<file path="src/rtl/fixed_pkg.sv">
// Shared fixed-point types and saturation helpers for the divider datapath.
package fixed_pkg;
    localparam int FIXED_WIDTH      = 32;
    localparam int FIXED_FRAC_WIDTH = 14;
    localparam int SAT_MAX_W        = 64;

    typedef logic signed [FIXED_WIDTH-1:0] fixed_t;

    typedef struct packed {
        logic div_zero;
        logic overflow;
    } div_status_t;

    typedef enum logic [1:0] {
        ST_IDLE,
        ST_CALC,
        ST_DONE
    } div_state_t;

    // Callers keep the low WIDTH bits of the returned value.
    function automatic logic [SAT_MAX_W-1:0] fixed_max(input int width);
        return (SAT_MAX_W'(1) << (width - 1)) - SAT_MAX_W'(1);
    endfunction

    function automatic logic [SAT_MAX_W-1:0] fixed_min(input int width);
        return SAT_MAX_W'(1) << (width - 1);
    endfunction
endpackage

</file>
<file path="src/rtl/fixed_div_step.sv">
// One restoring division step: shift in the next dividend bit, compare, subtract.
module fixed_div_step #(
    parameter int WIDTH = 32
) (
    input  logic [WIDTH-1:0] i_rem,
    input  logic [WIDTH-1:0] i_div,
    input  logic             i_bit,
    output logic [WIDTH-1:0] o_rem,
    output logic             o_q
);
    logic [WIDTH:0]   w_shift;
    logic [WIDTH-1:0] w_diff;

    assign w_shift = {i_rem, i_bit};
    assign o_q     = (w_shift >= {1'b0, i_div});
    // Result is below i_div whenever o_q is set, so WIDTH bits hold it exactly.
    assign w_diff  = w_shift[WIDTH-1:0] - i_div;
    assign o_rem   = o_q ? w_diff : w_shift[WIDTH-1:0];
endmodule

</file>
<file path="src/rtl/fixed_div_iter.sv">
// Iterative signed fixed-point divider q = (a << FRAC) / b with saturation and tag.
// States: IDLE = accept operands | CALC = BPC restoring steps per cycle | DONE = result held until out_ready
module fixed_div_iter
    import fixed_pkg::*;
#(
    parameter int WIDTH = 32,
    parameter int FRAC  = 14,
    parameter int BPC   = 2,
    parameter int TAG_W = 8
) (
    input  logic             clk,
    input  logic             reset,
    input  logic             in_valid,
    output logic             in_ready,
    input  logic [WIDTH-1:0] a,
    input  logic [WIDTH-1:0] b,
    input  logic [TAG_W-1:0] in_tag,
    output logic             out_valid,
    input  logic             out_ready,
    output logic [WIDTH-1:0] q,
    output logic [TAG_W-1:0] out_tag,
    output logic             div_zero,
    output logic             overflow
);
    localparam int N     = WIDTH + FRAC;
    localparam int ITER  = N / BPC;
    localparam int CNT_W = $clog2(ITER + 1);
    localparam logic [SAT_MAX_W-1:0] MAX_FULL = fixed_max(WIDTH);
    localparam logic [SAT_MAX_W-1:0] MIN_FULL = fixed_min(WIDTH);
    localparam logic [WIDTH-1:0]     Q_MAX    = MAX_FULL[WIDTH-1:0];
    localparam logic [WIDTH-1:0]     Q_MIN    = MIN_FULL[WIDTH-1:0];

    if (!(BPC == 1 || BPC == 2 || BPC == 4) || ((N % BPC) != 0) || FRAC < 1) begin : g_bad_cfg
        $error("fixed_div_iter: unsupported WIDTH/FRAC/BPC combination");
    end

    div_state_t       r_state, w_state_nxt;
    logic [CNT_W-1:0] r_cnt;
    logic [N-1:0]     r_dvd;
    logic [WIDTH-1:0] r_rem;
    logic [WIDTH-1:0] r_div;
    logic             r_neg;
    logic [TAG_W-1:0] r_tag;
    logic [WIDTH-1:0] r_q;
    div_status_t      r_status;

    logic             w_accept;
    logic             w_b_zero;
    logic [WIDTH-1:0] w_abs_a;
    logic [WIDTH-1:0] w_abs_b;
    logic [WIDTH-1:0] w_rem [BPC+1];
    logic [BPC-1:0]   w_qbits;
    logic [N-1:0]     w_dvd_nxt;
    logic             w_ovf;
    logic [WIDTH-1:0] w_q_fin;

    assign in_ready  = ~reset & ((r_state == ST_IDLE) | ((r_state == ST_DONE) & out_ready));
    assign w_accept  = in_valid & in_ready;
    assign w_b_zero  = (b == '0);
    // Unsigned magnitude: the most-negative operand maps to 2^(WIDTH-1) without wrapping.
    assign w_abs_a   = a[WIDTH-1] ? -a : a;
    assign w_abs_b   = b[WIDTH-1] ? -b : b;

    assign w_rem[0] = r_rem;
    for (genvar k = 0; k < BPC; k++) begin : g_step
        fixed_div_step #(.WIDTH(WIDTH)) u_step (
            .i_rem (w_rem[k]),
            .i_div (r_div),
            .i_bit (r_dvd[N-1-k]),
            .o_rem (w_rem[k+1]),
            .o_q   (w_qbits[BPC-1-k])
        );
    end

    // Dividend bits leave at the top while quotient bits fill in from the bottom.
    assign w_dvd_nxt = {r_dvd[N-1-BPC:0], w_qbits};

    always_comb begin
        w_ovf   = 1'b0;
        w_q_fin = w_dvd_nxt[WIDTH-1:0];
        if (r_neg) begin
            w_ovf   = (|w_dvd_nxt[N-1:WIDTH]) | (w_dvd_nxt[WIDTH-1] & (|w_dvd_nxt[WIDTH-2:0]));
            w_q_fin = w_ovf ? Q_MIN : -w_dvd_nxt[WIDTH-1:0];
        end else begin
            w_ovf   = |w_dvd_nxt[N-1:WIDTH-1];
            w_q_fin = w_ovf ? Q_MAX : w_dvd_nxt[WIDTH-1:0];
        end
    end

    always_comb begin
        w_state_nxt = r_state;
        case (r_state)
            ST_IDLE: if (w_accept) w_state_nxt = w_b_zero ? ST_DONE : ST_CALC;
            ST_CALC: if (r_cnt == CNT_W'(1)) w_state_nxt = ST_DONE;
            ST_DONE: if (out_ready) w_state_nxt = w_accept ? (w_b_zero ? ST_DONE : ST_CALC) : ST_IDLE;
            default: w_state_nxt = ST_IDLE;
        endcase
    end

    always_ff @(posedge clk) begin
        if (reset) r_state <= ST_IDLE;
        else       r_state <= w_state_nxt;
    end

    always_ff @(posedge clk) begin
        if (reset) begin
            r_cnt    <= '0;
            r_dvd    <= '0;
            r_rem    <= '0;
            r_div    <= '0;
            r_neg    <= 1'b0;
            r_tag    <= '0;
            r_q      <= '0;
            r_status <= '0;
        end else if (w_accept) begin
            r_dvd <= {w_abs_a, {FRAC{1'b0}}};
            r_rem <= '0;
            r_div <= w_abs_b;
            r_neg <= a[WIDTH-1] ^ b[WIDTH-1];
            r_tag <= in_tag;
            r_cnt <= CNT_W'(ITER);
            if (w_b_zero) begin
                r_q      <= a[WIDTH-1] ? Q_MIN : Q_MAX;
                r_status <= '{div_zero: 1'b1, overflow: 1'b0};
            end
        end else if (r_state == ST_CALC) begin
            r_dvd <= w_dvd_nxt;
            r_rem <= w_rem[BPC];
            r_cnt <= r_cnt - CNT_W'(1);
            if (r_cnt == CNT_W'(1)) begin
                r_q      <= w_q_fin;
                r_status <= '{div_zero: 1'b0, overflow: w_ovf};
            end
        end
    end

    assign out_valid = (r_state == ST_DONE);
    assign q         = r_q;
    assign out_tag   = r_tag;
    assign div_zero  = r_status.div_zero;
    assign overflow  = r_status.overflow;
endmodule

</file>
<file path="config.mk">
export PLATFORM = sky130hd
export DESIGN_NAME = fixed_div_iter
export DESIGN_NICKNAME = d
export VERILOG_FILES = /design/src/rtl/fixed_pkg.sv /design/src/rtl/fixed_div_step.sv /design/src/rtl/fixed_div_iter.sv
export SDC_FILE = /design/constraint.sdc
export NUM_CORES = 1
export LEC_CHECK = 0
export CAP_MARGIN = 20
export CORE_AREA = 2 2 246 175
export CTS_BUF_LIST = sky130_fd_sc_hd__clkbuf_8 sky130_fd_sc_hd__clkbuf_16
export CTS_CLUSTER_DIAMETER = 60
export CTS_CLUSTER_SIZE = 28
export DETAILED_ROUTE_END_ITERATION = 7
export DIE_AREA = 0 0 248 177
export GPL_TIMING_DRIVEN = 0
export MAX_ROUTING_LAYER = met4
export PLACE_DENSITY_LB_ADDON = 0.05
export SYNTH_ARGS = -nofsm -noshare
export SYNTH_HDL_FRONTEND = slang
export SYNTH_SLANG_ARGS = --single-unit
</file>
<file path="constraint.sdc">
create_clock -name clk -period 30.3 [get_ports clk]
set_clock_uncertainty 0.1 [all_clocks]
set_input_delay 7.575 -clock clk [delete_from_list [all_inputs] [get_ports clk]]
set_output_delay 7.575 -clock clk [all_outputs]
set_load 0.02 [all_outputs]
</file>
==> results of run 1 <==
[placed cells by master (no fill, tap or decap), types with 8 or more instances in the layout]
cell	Yosys	routed
o311ai_0	8	8
nand3_1	45	45
nand2b_1	14	14
or4_1	18	18
o211ai_1	8	8
clkdlybuf4s50_1	0	117
or2_2	9	9
nor4_1	16	16
nor3_1	35	35
mux2i_1	22	22
o41ai_1	14	14
nand2_1	193	193
a311oi_1	33	33
nor2_1	131	131
a221oi_1	8	8
a31oi_1	16	16
dfxtp_1	160	160
mux2_2	22	22
o21ai_0	126	126
or3_1	43	43
clkbuf_1	90	90
xnor2_1	70	70
nand4_1	16	16
xor2_1	40	40
a21o_1	21	21
ha_1	70	70
clkbuf_16	0	17
inv_1	69	70
nand3b_1	20	20
o31ai_1	30	30
and3_1	12	12
a22oi_1	14	14
a21oi_1	135	135
a211oi_1	24	24
[Yosys cell counts, types with 18 or more instances]
library cell  count
a211oi_1         24
a21o_1           21
a21oi_1         135
a311oi_1         33
clkbuf_1         90
dfxtp_1         160
ha_1             70
inv_1            69
mux2_2           22
mux2i_1          22
nand2_1         193
nand3_1          45
nand3b_1         20
nor2_1          131
nor3_1           35
o21ai_0         126
o31ai_1          30
or3_1            43
or4_1            18
xnor2_1          70
xor2_1           40
[routing by layer]
layer | track usage [%] | vias to the layer above | part of all wire, %
li1 | - | 6317 | -
met5 | - | - | 0
met2 | 31.0 | 419 | 39
met1 | 36.9 | 6283 | 54
met4 | 4.97 | 0 | 1.2
met3 | 3.87 | 35 | 6.5
[state kept, by name (all words and copies together), names as in the netlist]
register / flops
r_cnt: 5
out_tag: 8
overflow: 1
r_dvd: 46
r_div: 32
r_neg: 1
q: 32
div_zero: 1
r_state: 2
r_rem: 32
[power groups by stage]
stage               clock network [mW]  registers (mW)  logic [mW]
floorplan                            0           0.245       0.880
global placement                     0           0.249        1.22
detailed placement                   0           0.249        1.21
CTS                              0.244           0.245        1.22
global route                     0.252           0.247        1.35
finish                           0.239           0.246        1.24
[cell families (layout without fill, tap and decap cells)]
group / Yosys count / after routing / synth area share, %
flip-flops: 160 / 160 / 26.0
AND/OR/NAND/NOR: 584 / 584 / 23.1
multiplexers: 44 / 44 / 3.80
AO/OA/AOI/OAI: 502 / 502 / 26.4
buffers and inverters: 171 / 323 / 5.38
XOR/XNOR: 110 / 110 / 7.82
adder cells (fa/ha/maj): 72 / 72 / 7.44
[how the worst max path moves through the flow]
stage,endpoint,cells after the start,slack [ns],from
2_1_floorplan,in_ready,2,14.36,out_ready
3_3_place_gp,in_ready,3,13.24,reset
3_5_place_dp,in_ready,3,13.22,reset
4_1_cts,in_ready,3,13.21,reset
5_1_grt,in_ready,3,13.11,reset
6_report,in_ready,3,13.25,reset
[layout make-up]
| type | instances | area [um2] | area share (%) |
|---|---|---|---|
| flip-flops and latches | 160 | 3200 | 21.6 |
| multi-input cells | 1312 | 8450 | 57.0 |
| plain buffers | 101 | 400 | 2.70 |
| repair buffers | 120 | 1190 | 8.04 |
| well taps | 552 | 691 | 4.66 |
| inverters | 70 | 263 | 1.77 |
| clock inverters | 14 | 178 | 1.20 |
| clock buffers | 18 | 439 | 2.96 |
[critical path, delay by kind of cell]
| kind | cells | cell delay, ns |
|---|---|---|
| AO/OA/AOI/OAI | 1 | 0.46 |
| buffers and inverters | 2 | 1.34 |
==> flow_summary_export.csv, run 1 <==
group,metric,value,unit
routing,first_iter_violations,1133,
place,dp_hpwl,40300,um
power_and_ir_drop,p_int,838,uW
clock_network,ctsHtreeMaxLevel,4,
worst_setup_path,critPathSlowestCell,"clkdlybuf4s50_1",
routing,routed_wl,50900,um
die,io_pins,120,
grt,grt_max_degree,17,
place,port_buffers,117,
worst_setup_path,crit_path_end_kind,"output pin",
place,place_congestion,0.919,
synth,synth_cell_types,73,
power_and_ir_drop,total_power,1.73,mW
synth,syn_area,12300,um2
finish,syn_to_final_growth,20.3,%
power_and_ir_drop,p_seq_share,14.2,%
worst_setup_path,critPathKind,"in -> out",
finish,fin_util,35.5,%
sta,tightest_slew,1.06,ns
place,place_inst,2315,
worst_setup_path,critPathLaunchType,"primary input",
worst_setup_path,crit_required,22.63,ns
power_and_ir_drop,switchingPower,891,uW
routing,ant_nets,0,
worst_setup_path,regToRegEndpoint,"q[20]$_SDFFE_PP0P_",
worst_hold_path,hp-start,"q[2]$_SDFFE_PP0P_",
worst_hold_path,min_path_type,"reg -> reg",
synth,ys_seq_elements,160,
finish,drive_above_1_share,4.85,%
synth,ys_seq_area_share,26.0,%
power_and_ir_drop,power_frac_comb,72.0,%
clock_network,numCtsBuffers,17,
die,coreArea,41700,um2
worst_setup_path,slowest_delay,0.68,ns
sta,worst_slack,13.25,ns
worst_hold_path,hold_depth,2,
grt,grt_pass1_vias,12179,
clock_network,clk_pin_slew_worst_paths,0.07,ns
synth,synth.top_cell.area_share,26.0,%
sta,finalCriticalPeriod,17.05,ns
routing,avgViaCountPerCell,5.56,
flow_run,maxCapViolCount,0,
die,start_util,29.5,%
clock_network,cts_root_buf,"clkbuf_16",
routing,drt-wirelength-per-cell,21.7,um
synth,syn_nets,1791,
synth,synthFlopType,"dfxtp_1",
die,die_y,177,um
routing,drcViolationCount,0,
power_and_ir_drop,clkPwrFrac,13.8,%
power_and_ir_drop,p_leak,5.44,nW
worst_setup_path,cp.arrival,9.37,ns
synth,synth_area_leader_cell,"dfxtp_1",
worst_hold_path,min_to,"q[2]$_SDFFE_PP0P_",
routing,first_pass_iters,7,
synth,synth-edff-count,0,
clock_network,cts_resized,0,
power_and_ir_drop,swShare,51.5,%
grt,grt_overflow,0,
worst_setup_path,crit_fanout,7,
place,dpl_worst_slack,13.22,ns
sta,grt_setup_unrepaired,"false",
routing,routed-via-count,13054,
die,die_x,248,um
worst_setup_path,ff2ff_setup_slack,15.69,ns
synth,yosys_warnings,0,
synth,syn_avg_cell_area,7.50,um2
finish,finalInstanceArea,14800,um2
synth,async_reset_ff_share,0,%
finish,n_fill_cell,4468,
clock_network,clk_path_buf_depth,2,
sta,setup_viol,0,
sta,finalSetupTns,0,ns
sta,slew_viol_final,0,
clock_network,cts_hold_buf,0,
sta,holdWs,0.358,ns
worst_setup_path,rr_startpoint,"r_div[1]$_SDFFE_PP0P_",
synth,synth_area_leaders,"dfxtp_1 26%, ha_1 7.1%, nand2_1 5.9%, a21oi_1 5.5%, o21ai_0 5.1%",
grt,grt_usage,23.7,%
power_and_ir_drop,peakVddDrop,66.4,uV
sta,finalHoldViolCount,0,
finish,nNetsFinal,1930,
die,die_area,43900,um2
clock_network,cts_tree,"yes",
power_and_ir_drop,p_per_area,117,nW/um2
sta,slew_headroom,29.4,%
worst_setup_path,r2r_cells,40,
worst_setup_path,cp_common_cell,"clkdlybuf4s50_1",
grt,grt_pass1_wl,75400,um
clock_network,clock_sinks,160,
worst_setup_path,path_cells,"clkdlybuf4s50_1 -> a211oi_1 -> clkdlybuf4s50_1",
sta,fmax,0.0587,GHz
die,row_count,63,
finish,antennaDiodeCount,0,
sta,finalCritPeriodShare,56.3,%
outcome,status,"finished clean",
place,postPlaceCellArea,14200,um2
grt,antenna_found_initial,0,
finish,fin_cells,2347,
clock_network,clk_latency,0.46,ns
synth,netlist_instances,1643,
clock_network,post_cts_buffers,0,
No activity file was read; power rests on OpenSTA's default activity.
==> inputs of run 2 (changes only) <==
- clock period: 30.3 -> 17.01 ns (I/O delays scaled with it)
==> results of run 2 <==
The final DEF is identical to that of run 1. Status: finished clean.
Main changes from that run: setup slack after placement 13.22 ns -> 2.87 ns; setup slack after layout 13.25 ns -> 2.40 ns; start point of the critical path reset -> r_div[1]$_SDFFE_PP0P_; end point of the critical path in_ready -> q[20]$_SDFFE_PP0P_; register-to-register setup slack 15.69 ns -> 2.40 ns; total power 1.73 mW -> 3.08 mW; worst IR drop on VDD 66.4 uV -> 118 uV
==> inputs of run 3 (changes only) <==
- SKIP_CTS_REPAIR_TIMING: unset -> 1
==> results of run 3 <==
The final DEF is identical to that of run 1. Status: finished clean.
Main changes from that run: setup slack after placement 13.22 ns -> 2.87 ns; setup slack after layout 13.25 ns -> 2.40 ns; start point of the critical path reset -> r_div[1]$_SDFFE_PP0P_; end point of the critical path in_ready -> q[20]$_SDFFE_PP0P_; register-to-register setup slack 15.69 ns -> 2.40 ns; total power 1.73 mW -> 3.08 mW; worst IR drop on VDD 66.4 uV -> 118 uV
